File: src/rtl/pw_pkg.sv
// Shared constants for the button-password checker: symbol codes, widths, FSM states.
// Latency: n/a (declarations only).
// Backpressure: n/a.
package pw_pkg;

    localparam int SYM_W = 3;

    localparam logic [SYM_W-1:0] SYM_NONE = 3'd0;
    localparam logic [SYM_W-1:0] SYM_L    = 3'd1;
    localparam logic [SYM_W-1:0] SYM_R    = 3'd2;
    localparam logic [SYM_W-1:0] SYM_U    = 3'd3;
    localparam logic [SYM_W-1:0] SYM_D    = 3'd4;
    localparam logic [SYM_W-1:0] SYM_C    = 3'd5;

    typedef logic [1:0] state_t;

    localparam state_t IDLE    = 2'd0;
    localparam state_t COLLECT = 2'd1;
    localparam state_t CHECK   = 2'd2;
    localparam state_t LOCKOUT = 2'd3;

    // Only L..C are real buttons; 0 with an edge and 6/7 are garbage symbols.
    function automatic logic sym_legal(input logic [SYM_W-1:0] s);
        return (s >= SYM_L) && (s <= SYM_C);
    endfunction

endpackage

File: src/rtl/pw_edge_sync.sv
// Two-flop synchronizer for the button code and press level, plus rising-edge strobe.
// Latency: press_stb/sym valid 2 clk after the input change (captured downstream on the 3rd edge).
// Backpressure: none; one strobe per press, holding or releasing generates nothing further.
module pw_edge_sync
    import pw_pkg::*;
(
    input  logic             clk,
    input  logic             rst_n,
    input  logic [SYM_W-1:0] pwinput,
    input  logic             pw_entered,
    output logic             press_stb,
    output logic [SYM_W-1:0] sym
);

    logic [SYM_W-1:0] sym_s1;
    logic [SYM_W-1:0] sym_s2;
    logic             ent_s1;
    logic             ent_s2;
    logic             ent_d;

    // Synchronize code and level together so the code lines up with the level edge.
    always_ff @(posedge clk or negedge rst_n) begin
        if (!rst_n) begin
            sym_s1 <= '0;
            sym_s2 <= '0;
            ent_s1 <= 1'b0;
            ent_s2 <= 1'b0;
            ent_d  <= 1'b0;
        end else begin
            sym_s1 <= pwinput;
            sym_s2 <= sym_s1;
            ent_s1 <= pw_entered;
            ent_s2 <= ent_s1;
            ent_d  <= ent_s2;
        end
    end

    assign press_stb = ent_s2 & ~ent_d;
    assign sym       = sym_s2;

endmodule

File: src/rtl/pw_check.sv
// Collects PW_LEN button symbols, checks them against PW_CODE, reports pass/fail, locks out after MAX_FAIL misses.
// Latency: symbol captured 3 clk after input change; pw_ok/pw_fail pulse 1 clk after the last capture.
// Backpressure: none; presses during CHECK/LOCKOUT are dropped. Optional inter-press timeout under PW_TIMEOUT_EN.
module pw_check
    import pw_pkg::*;
#(
    parameter int                      PW_LEN         = 4,
    parameter logic [SYM_W*PW_LEN-1:0] PW_CODE        = 12'b101_011_010_001,
    parameter int                      MAX_FAIL       = 3,
    parameter logic [31:0]             LOCK_CYCLES    = 32'd500_000_000,
    parameter logic [31:0]             TIMEOUT_CYCLES = 32'd300_000_000
) (
    input  logic             clk,
    input  logic             rst_n,
    input  logic [SYM_W-1:0] pwinput,
    input  logic             pw_entered,
    input  logic             clear,
    output logic             pw_ok,
    output logic             pw_fail,
    output logic             locked,
    output logic [3:0]       digit_cnt,
    output logic [2:0]       fail_cnt
);

    state_t                  state;
    logic                    match;
    logic [31:0]             lock_cnt;
    logic                    press_stb;
    logic [SYM_W-1:0]        sym;
    logic [SYM_W*PW_LEN-1:0] code_sh;
    logic [SYM_W-1:0]        exp_sym;
    logic                    sym_hit;
    logic                    last_fail;
    logic [2:0]              fail_inc;
    logic                    last_sym;

    pw_edge_sync u_sync (
        .clk        (clk),
        .rst_n      (rst_n),
        .pwinput    (pwinput),
        .pw_entered (pw_entered),
        .press_stb  (press_stb),
        .sym        (sym)
    );

    // digit_cnt is 0 in IDLE, so it indexes the expected slice for both the first and later presses.
    assign code_sh   = PW_CODE >> (SYM_W * int'(digit_cnt));
    assign exp_sym   = code_sh[SYM_W-1:0];
    assign sym_hit   = sym_legal(sym) && (sym == exp_sym);
    assign last_sym  = (digit_cnt + 4'd1) == 4'(PW_LEN);
    assign last_fail = (fail_cnt + 3'd1) == 3'(MAX_FAIL);
    assign fail_inc  = (fail_cnt >= 3'(MAX_FAIL)) ? 3'(MAX_FAIL) : fail_cnt + 3'd1;
    assign locked    = (state == LOCKOUT);

`ifdef PW_TIMEOUT_EN
    logic [31:0] tmo_cnt;
`else
    logic [31:0] unused_tmo;
    assign unused_tmo = TIMEOUT_CYCLES;
`endif

    // Main attempt FSM: running compare, result pulses, failure counting and lockout timer.
    always_ff @(posedge clk or negedge rst_n) begin
        if (!rst_n) begin
            state     <= IDLE;
            match     <= 1'b0;
            digit_cnt <= '0;
            fail_cnt  <= '0;
            lock_cnt  <= '0;
            pw_ok     <= 1'b0;
            pw_fail   <= 1'b0;
`ifdef PW_TIMEOUT_EN
            tmo_cnt   <= '0;
`endif
        end else begin
            pw_ok   <= 1'b0;
            pw_fail <= 1'b0;
            case (state)
                IDLE: begin
                    if (clear) begin
                        digit_cnt <= '0;
                    end else if (press_stb) begin
                        digit_cnt <= 4'd1;
                        match     <= sym_hit;
                        state     <= (PW_LEN == 1) ? CHECK : COLLECT;
`ifdef PW_TIMEOUT_EN
                        tmo_cnt   <= TIMEOUT_CYCLES - 32'd1;
`endif
                    end
                end
                COLLECT: begin
                    if (clear) begin
                        state     <= IDLE;
                        digit_cnt <= '0;
                    end else if (press_stb) begin
                        digit_cnt <= digit_cnt + 4'd1;
                        match     <= match & sym_hit;
                        if (last_sym) state <= CHECK;
`ifdef PW_TIMEOUT_EN
                        tmo_cnt   <= TIMEOUT_CYCLES - 32'd1;
                    end else if (tmo_cnt == 32'd0) begin
                        // Abandoned entry is treated exactly like a wrong password.
                        pw_fail   <= 1'b1;
                        digit_cnt <= '0;
                        fail_cnt  <= fail_inc;
                        if (last_fail) begin
                            state    <= LOCKOUT;
                            lock_cnt <= LOCK_CYCLES - 32'd1;
                        end else begin
                            state    <= IDLE;
                        end
                    end else begin
                        tmo_cnt   <= tmo_cnt - 32'd1;
`endif
                    end
                end
                CHECK: begin
                    digit_cnt <= '0;
                    if (match) begin
                        pw_ok    <= 1'b1;
                        fail_cnt <= '0;
                        state    <= IDLE;
                    end else begin
                        pw_fail  <= 1'b1;
                        fail_cnt <= fail_inc;
                        if (last_fail) begin
                            state    <= LOCKOUT;
                            lock_cnt <= LOCK_CYCLES - 32'd1;
                        end else begin
                            state    <= IDLE;
                        end
                    end
                end
                LOCKOUT: begin
                    if (lock_cnt == 32'd0) begin
                        state    <= IDLE;
                        fail_cnt <= '0;
                    end else begin
                        lock_cnt <= lock_cnt - 32'd1;
                    end
                end
                default: state <= IDLE;
            endcase
        end
    end

endmodule

File: config.mk
export PLATFORM = sky130hd
export DESIGN_NAME = pw_check
export DESIGN_NICKNAME = d
export VERILOG_FILES = /design/src/rtl/pw_pkg.sv /design/src/rtl/pw_edge_sync.sv /design/src/rtl/pw_check.sv
export SDC_FILE = /design/constraint.sdc
export NUM_CORES = 1
export LEC_CHECK = 0
export ABC_AREA = 1
export BUFFER_PORTS_ARGS = -buffer_cell sky130_fd_sc_hd__buf_2
export CORE_UTILIZATION = 60
export CTS_BUF_LIST = sky130_fd_sc_hd__clkbuf_16
export DETAILED_ROUTE_END_ITERATION = 10
export GPL_TIMING_DRIVEN = 0
export PLACE_DENSITY = 0.78
export SYNTH_ARGS = -nofsm -noshare
export SYNTH_HDL_FRONTEND = slang
export SYNTH_SLANG_ARGS = --single-unit
File: constraint.sdc
create_clock -name clk -period 2.3 [get_ports clk]
set_input_delay 0.345 -clock clk [delete_from_list [all_inputs] [get_ports clk]]
set_output_delay 0.345 -clock clk [all_outputs]
set_load 0.02 [all_outputs]
; ---- Word-level counts from Yosys, hierarchy flattened
; Cells that the tools add are included.
; Widths: inputs -> output; s select.
[op_classes]
n_eq_ne = 17
shift = 1
mul = 1
mux = 31
n_reduce_logical = 12
bitwise = 3
n_addsub = 3
div_mod_pow = 0
magnitude_cmp = 3
[ops]
columns = op, count
row1 = $mux 32, 3
row2 = $pmux 32 s2, 1
row3 = $logic_not 32->1, 1
row4 = $sub 32x1->32 const B, 1
row5 = $mux 2, 8
row6 = $mux 4, 4
row7 = $ne 2x2->1 const B, 7
row8 = $pmux 4 s3, 1
row9 = $shr 12x6->3 const A, 1
row10 = $reduce_and 5->1, 2
row11 = $mux 3, 3
row12 = $ne 3x3->1 const B, 3
row13 = $mux 1, 8
row14 = $pmux 2 s4, 1
row15 = $mul 2x4->6 const A, 1
row16 = $pmux 3 s2, 1
row17 = $add 4x1->4 const B, 1
row18 = $eq 2x2->1 const B, 2
row19 = $eq 4x3->1 const B, 1
row20 = $reduce_and 4->1, 1
row21 = $reduce_bool 2->1, 2
row22 = $add 3x1->3 const B, 1
row23 = $eq 3x2->1 const B, 1
row24 = $eq 3x3->1, 1
row25 = other kinds (13), 15
[totals]
regBits = 53
latchBits = 0
out_inout_bits = 10
mem_count = 0
word_cells = 83
mem_bits_rw = 0
mem_bits_ro = 0

; ---- Depth between registers and ports, before layout
; Gate-level depths: netlist of the first run.
[depth]
word_depth = 8
mapped_depth = 11

; ---- Cells and area by module
; A second synthesis of the first run with hierarchy kept.
[unflattened]
cells_unflattened = 488
area_unflattened_um2 = 3368.2
[modules_own_cells]
columns = module, seq_area_each_um2, cells_per_inst, n_inst, area_per_inst_um2
row1 = pw_check, 1101.1, 477, 1, 3133.0
row2 = pw_edge_sync, 225.2, 11, 1, 235.2

; ---- Worst setup path after synthesis of the first run
; OpenSTA, ideal clock, no wires.
[synth_timing]
kind = reg2reg
startpoint = reg fail_cnt[0]
endpoint = reg lock_cnt[11]
path_stages_with_launch = 10
period_less_slack_ps = 1822
t_required_ps = 2235
path_buffers = 2
t_arrival_ps = 1757
slack_ps = 478
setup_ps = 65
path_cell_list = dfrtp_1 ha_1 ha_1 nand3_2 o21ai_2 a21boi_2 buf_6 buf_6 nand2_1 nand2_1
[synth_between]
elab_chain_cells = 4
[synth_rtl]
columns = element, line_no
row1 = start: declaration, pw_check.sv:22  ; output logic [2:0] fail_cnt
row2 = start signal: assignment, pw_check.sv:125  ; fail_cnt <= fail_inc;
row3 = $add 3x1->3, pw_check.sv:51  ; assign last_fail = (fail_cnt + 3'd1) == 3'(MAX_FAIL);
row4 = $eq 3x2->1, pw_check.sv:51
row5 = $ne 2x2->1 (no line), --
row6 = $reduce_and 4->1 (no line), --
row7 = end signal: assignment, pw_check.sv:128  ; lock_cnt <= LOCK_CYCLES - 32'd1;
row8 = end signal: assignment, pw_check.sv:139  ; lock_cnt <= lock_cnt - 32'd1;
row9 = end: declaration, pw_check.sv:27  ; logic [31:0] lock_cnt;
; No other way between the ends.
; A chain may end at the register's enable or synchronous reset.

; ---- Worst setup path in the final report of the first run
[layout_timing]
startpoint = reg state[0]
endpoint = reg lock_cnt[3]
[layout_between]
elab_chain_cells = 3
[layout_rtl]
columns = element, line_no
row1 = start: declaration, pw_check.sv:25  ; state_t state;
row2 = start signal: assignment, pw_check.sv:85  ; state <= (PW_LEN == 1) ? CHECK : COLLECT;
row3 = $eq 2x2->1, pw_check.sv:78  ; case (state)
row4 = $ne 2x2->1 (no line) / $reduce_bool 2->1 (equally long branches), --
row5 = $reduce_and 4->1 (no line), --
; Several ways; a longest one is shown, not always the timed one.

==> metrics.yaml, run 1 <==
outcome:
  run_status: "complete, no violations"
cells_and_area:
  antenna-diode-count: 0
  multi_input_logic_area_um2: 1640
  fill_cells: 484
  final-seq-area_um2: 1330
  final_net_count: 499
  layout_common_cells: "nand2_1 (138), nor2_1 (72), dfrtp_1 (53)"
  final_layout_size_suffix_gt1_share_pct: 9.71
  area.growth.synth_to_final_pct: 9.99
  final_common_cell: "nand2_1"
  final_cell_count_no_fill: 554
  final_area_um2: 3550
place:
  numPortBuffers: 16
  dp.cells: 546
  gp_congestion: 0.965
  detailedPlacementHpwl_um: 5660
  placed_cell_area_um2: 3400
grt:
  grt_pass1_wl_um: 12200
  via_count_of_the_first_global_routing_pass: 2589
  global_route.overflow_total: 0
  antenna_found_initial: 0
  grt_start_max_net_pins: 54
  grt.total_usage_pct: 29.0
setup_path:
  worst-path-max-fanout: 10
  timing.critical_path.to_type: "flip-flop"
  critical_path_required_ns: 2.47
  timing.critical_path.from_type: "flip-flop"
  criticalPathCategory: "flip-flop to flip-flop"
  cp.arrival_ns: 2.25
route:
  detail_route.vias_per_cell: 5.41
  total_routed_length_um: 7530
  route.detailed.drc: 0
  detail_route.first_pass.iterations: 5
  antenna_left: 0
  drt_iter0_drc: 223
  dr_total_vias: 2996
  detail_route.wl_per_cell_um: 13.6
cts:
  clock_latency_ns: 0.29
  tritoncts.num_buffers: 5
  setup_fix_buffers_added_after_clock_tree_synthesis: 0
  ctsLongestPathBuffers: 2
  cts_tree: "done"
  path_clk_slew_ns: 0.07
  cts_root_buf: "clkbuf_16"
  clock-sinks: 53
  cts_max_level: 2
sta:
  finalWorstPathRequiredPeriod_ns: 2.08
  worst_slew_slack_as_a_fraction_of_its_limit_pct: 20.7
  unrepaired_setup_endpoints_after_global_routing: "no"
  skew_ns: 0.00297
  tightestPinTransition_ns: 1.19
  period_share_pct: 90.3
  timing_max_transition_violations_final: 0
  finalSetupTns_ns: 0
  setup-violations-final: 0
  finalHoldViolCount: 0
  max_freq_mhz: 481
synthesis:
  post_synth.cell_area_avg_um2: 7.02
  synth_top_cells_by_area: "dfrtp_1 (41%), nand2_1 (16%), nor2_1 (8.4%)"
  post_synth_top_area_share_pct: 41.1
  yosysUniqueCellTypes: 33
  yosysTopAreaCell: "dfrtp_1"
  mappedNetlistNets: 476
  area_of_the_mapped_netlist_um2: 3230
  yosysSeqAreaShare_pct: 41.1
  synth.ff_latch_count: 53
  synthCells: 460
  ys.warnings.count: 0
floorplan:
  effective_utilization_at_floorplan_pct: 62.9
  die_area_um2: 5680
  count_of_standard_cell_rows: 26
  chipWidth_um: 75.4
  ioPinCount: 17
  floorplan.core_area_um2: 5140
  die_h_um: 75.4
hold_path:
  hold_path.class: "input port to flip-flop"
power_and_ir_drop:
  vdd_drop_max_uv: 777
  power.total_mw: 4.09
  p_per_area_nw_per_um2: 1150
  p_leak_nw: 1.65
run:
  maxCapViolations: 0
## worst max-delay path: stages, from the launching register on
cell	delay, ns
dfrtp_1	0.41
ha_1	0.27
buf_1	0.50
clkbuf_1	0.47
nand3_1	0.15
nand2_1	0.09
o21ai_0	0.08
## state kept, by name, indices dropped and copies added, names as in the netlist, 2 cells and up
register / flops
state: 2
u_sync.sym: 3
u_sync.sym_s1: 3
lock_cnt: 32
fail_cnt: 3
digit_cnt: 4
## Yosys cell counts
cell      count
a211oi_1      1
a21boi_2      1
a21oi_1       3
a31o_2        1
and2_1        1
buf_1         1
buf_2         1
buf_6         4
clkbuf_1      2
clkbuf_2      1
dfrtp_1      53
ha_1          9
inv_1        52
inv_2         1
nand2_1     138
nand2_2       1
nand2_4       1
nand3_1      43
nand3_2       1
nand4_1       9
nor2_1       72
nor2_2        3
nor2_4        2
nor3_1        2
o21ai_0      35
o21ai_1       3
o21ai_2       4
o21bai_1      4
o221ai_1      1
o22ai_1       4
or2_2         1
xnor2_1       1
xor2_1        4
## worst paths after layout
check,to,depth (start not counted),start,slack (ns)
max,lock_cnt[3]$_DFFE_PN0P_,6,state[0]$_DFFE_PN0P_,0.22
min,u_sync.ent_s1$_DFF_PN0_,1,pw_entered,0.15
max reg2reg,lock_cnt[3]$_DFFE_PN0P_,6,state[0]$_DFFE_PN0P_,0.22
min reg2reg,u_sync.sym[1]$_DFF_PN0_,0,u_sync.sym_s1[1]$_DFF_PN0_,0.35
max in group asynchronous,lock_cnt[23]$_DFFE_PN0P_,1,rst_n,1.27
min in group asynchronous,fail_cnt[0]$_DFFE_PN0P_,1,rst_n,0.27
## cell families (layout without fill, tap and decap cells)
family          Yosys count  after routing  synth area share [%]
compound gates           57             57                  10.3
flops                    53             53                  41.1
buf+inv                  62             86                  8.21
simple gates            274            274                  35.6
xor+xnor                  5              5                  1.36
fa+ha+maj                 9              9                  3.49
## per-layer routing
metal / vias to the layer above / share of wire [%] / global-route usage (%)
li1: 1511 / - / -
met4: 0 / 1.7 / 8.23
met3: 11 / 5.0 / 4.23
met2: 79 / 45 / 44.7
met1: 1395 / 48 / 42.9
met5: - / 0 / 0
## power breakdown
part,total [mW],switching (mW),internal (mW)
clock,0.786,0.368,0.418
sequential,1.53,0.326,1.21
combinational,1.77,1.19,0.582
total,4.09,1.88,2.21
## what timing repair did
| action | 4_1_cts | 5_1_grt |
|---|---|---|
| hold buffers | 0 | 0 |
| setup endpoints to repair | 0 | 1 |
| resized for setup | 0 | 2 |
## per-stage QoR
step / setup WS (ns) / util, % / hold slack [ns]
after detailed placement: 0.193 / 66.1 / 0.337
final: 0.222 / 69.1 / 0.152
after CTS: 0.183 / 69.1 / 0.148
after global routing: 0.0168 / 69.1 / 0.143
after global placement: 0.259 / 66.1 / 0.331
after floorplan: 0.478 / - / 0.0494
## final cells by class
class                   count  share of cell area (%)
clock buffers               5                    3.52
well taps                  70                    2.46
plain buffers               9                    1.90
multi-input cells         345                    46.1
clock inverters             3                   0.810
inverters                  53                    5.60
repair buffers             16                    2.25
flip-flops and latches     53                    37.3
(Power assumes the default switching activity.)
==> run 2: changes to the inputs <==
- SYNTH_HIERARCHICAL: unset -> 1
- clock period: 2.3 -> 2.4 ns (I/O delays scaled with it)
==> run 2 against run 1 <==
  * Utilization grew 0.74 points
  * Clock skew increased by 0.0023 ns
  * Critical path depth is 5 higher
  * Register-to-register slack better by 0.18 ns
  * Area after synthesis rose by 4.3%
  * Die area rose by 4.2%
  * Clock-buffer cell count unchanged
  * Hold slack better by 0.017 ns
  * Flip-flop and latch count stayed put
  * Largest cell class unchanged
  * Largest power group unchanged
==> metrics.yaml, run 2 <==
synthesis:
  yosysSeqAreaShare_pct: 39.4
  synthCells: 488
  post_synth.cell_area_avg_um2: 6.90
  ys.warnings.count: 6
  synth_top_cells_by_area: "dfrtp_1 (39%), nand2_1 (17%), nor2_1 (7.6%)"
  async_reset_ff_share_pct: 100
  synth.most_common_cell: "nand2_1"
  area_of_the_mapped_netlist_um2: 3370
  post_synth_top_area_share_pct: 39.4
  mappedNetlistNets: 505
  yosysTopAreaCell: "dfrtp_1"
  yosysUniqueCellTypes: 27
  synth_edf_count: 0
  ys_dominant_reg_cell: "dfrtp_1"
  synth_common_cells: "nand2_1 (149), nor2_1 (68), inv_1 (67)"
  synth.ff_latch_count: 53
setup_path:
  critPathMaxStageDelay_ns: 0.42
  cp.arrival_ns: 2.22
  crit_cells: 11
  worst-path-max-fanout: 10
  critical_path_buf_inv_count: 4
  critPathTopFamily: "buffers and inverters"
  rr_startpoint: "state[0]$_DFFE_PN0P_"
  criticalPathCategory: "flip-flop to flip-flop"
  critical_path_required_ns: 2.62
  timing.critical_path.from_type: "flip-flop"
  ff2ff_setup_slack_ns: 0.41
  worst_r2r_endpoint: "lock_cnt[23]$_DFFE_PN0P_"
  setup.worst_path.end: "lock_cnt[23]$_DFFE_PN0P_"
  slowest_stage: "dfrtp_1"
  worst_reg_to_reg_cells: 11
  timing.critical_path.to_type: "flip-flop"
  path_cells: "inv_1, ha_1, inv_1, nor2_2, nand3_2, o21ai_2, a21boi_2, buf_6, buf_6, nand2_1, o21ai_1"
  crit_path_start: "state[0]$_DFFE_PN0P_"
cts:
  clock-sinks: 53
  path_clk_slew_ns: 0.07
  tritoncts.num_buffers: 5
  cts_hold_repair.buffers: 0
  cts.repair.resized: 0
  cts_tree: "done"
  cts_max_level: 2
  clock_latency_ns: 0.29
  cts_root_buf: "clkbuf_16"
  setup_fix_buffers_added_after_clock_tree_synthesis: 0
  ctsLongestPathBuffers: 2
sta:
  finalWorstPathRequiredPeriod_ns: 1.99
  max_freq_mhz: 502
  finalSetupTns_ns: 0
  setup-violations-final: 0
  worst_slew_slack_as_a_fraction_of_its_limit_pct: 20.6
  timing_max_transition_violations_final: 0
  finalHoldViolCount: 0
  unrepaired_setup_endpoints_after_global_routing: "no"
  tightestPinTransition_ns: 1.19
  skew_ns: 0.00526
  period_share_pct: 83.1
floorplan:
  chipWidth_um: 76.9
  floorplan.core_area_um2: 5270
  die_h_um: 76.9
  ioPinCount: 17
  die_area_um2: 5920
  count_of_standard_cell_rows: 26
  effective_utilization_at_floorplan_pct: 63.9
power_and_ir_drop:
  p_leak_nw: 1.80
  p_per_area_nw_per_um2: 1030
  vdd_drop_max_uv: 607
grt:
  antenna_found_initial: 0
  via_count_of_the_first_global_routing_pass: 2909
  grt_start_max_net_pins: 54
  grt_pass1_wl_um: 12900
  grt.total_usage_pct: 27.9
  global_route.overflow_total: 0
place:
  numPortBuffers: 16
  detailedPlacementHpwl_um: 5540
  placed_cell_area_um2: 3540
  dp.cells: 574
  gp_congestion: 0.928
run:
  maxCapViolations: 0
cells_and_area:
  final_net_count: 528
  area.growth.synth_to_final_pct: 9.32
  final_common_cell: "nand2_1"
  largest_register_by_flop_count: "lock_cnt"
  fill_cells: 477
  biggestRegsByFlops: "lock_cnt x32, digit_cnt x4"
  layout_common_cells: "nand2_1 (149), nor2_1 (68), inv_1 (67)"
  final_cell_count_no_fill: 582
  number_of_flip_flops_under_the_largest_register_name: 32
  final_layout_size_suffix_gt1_share_pct: 10.4
  antenna-diode-count: 0
  final_area_um2: 3680
route:
  detail_route.vias_per_cell: 5.39
  detail_route.first_pass.iterations: 5
  detail_route.wl_per_cell_um: 13.0
  drt_iter0_drc: 264
  antenna_left: 0
  total_routed_length_um: 7590
  route.detailed.drc: 0
  dr_total_vias: 3135
hold_path:
  hold_path.class: "input port to flip-flop"
outcome:
  run_status: "complete, no violations"
-- run 2: cell count changes after synthesis, sizes merged, moves of 2 or more --
cell and change:
nand3 +3, o21ai +2, inv +15, o21bai -3, nand2 +14
-- run 2: worst min-delay path by stage --
stage                               start                         end  depth (start not counted)
2_1_floorplan                       rst_n    digit_cnt[0]$_DFFE_PN0P_                          0
3_3_place_gp   u_sync/sym_s1[0]$_DFF_PN0_     u_sync/sym[0]$_DFF_PN0_                          0
3_5_place_dp      u_sync/ent_s1$_DFF_PN0_     u_sync/ent_s2$_DFF_PN0_                          0
4_1_cts                        pwinput[2]  u_sync/sym_s1[2]$_DFF_PN0_                          1
5_1_grt                        pwinput[2]  u_sync/sym_s1[2]$_DFF_PN0_                          1
6_report                       pwinput[2]  u_sync/sym_s1[2]$_DFF_PN0_                          1
-- run 2: logic make-up after synthesis --
family	after synthesis	synth area share, %
buffers and inverters	78	9.88
and+or+nand+nor	287	36.3
AOI/OAI and AO/OA	55	9.47
xor gates and xnor gates	5	1.30
DFF	53	39.4
adders and majority gates	10	3.71
-- run 2: stage by stage --
stage / worst slack [ns] / total power, mW / hold slack, ns / utilization [%]
3_3_place_gp: 0.453 / 2.99 / 0.332 / 67.1
2_1_floorplan: 0.589 / 2.64 / 0.0644 / -
4_1_cts: 0.398 / 3.77 / 0.169 / 69.9
5_1_grt: 0.197 / 4.10 / 0.167 / 69.9
3_5_place_dp: 0.430 / 3.03 / 0.336 / 67.1
6_report: 0.406 / 3.78 / 0.169 / 69.9
-- run 2: per-layer routing --
metal  global-route usage (%)  vias up  wire length (um)
met1                     38.1     1425              3540
met5                        0        -                 0
met2                     43.7      115              3430
li1                         -     1579                 -
met4                     12.3        0               149
met3                     4.40       16               472
-- run 2: final cells by class --
cell class / count / area, um2 / share of cell area [%]
multi-input cells: 357 / 1710 / 46.4
flip-flops and latches: 53 / 1330 / 36.0
inverters: 68 / 255 / 6.93
clock buffers: 5 / 125 / 3.40
well taps: 70 / 87.6 / 2.38
repair buffers: 16 / 80.1 / 2.17
plain buffers: 10 / 77.6 / 2.11
clock inverters: 3 / 21.3 / 0.578
-- run 2: where the power goes --
group	internal, mW	switching, mW	leakage [nW]
Sequential	1.14	0.281	0.671
Clock	0.389	0.331	0.0718
Combinational	0.547	1.10	1.05
Total	2.08	1.71	1.80
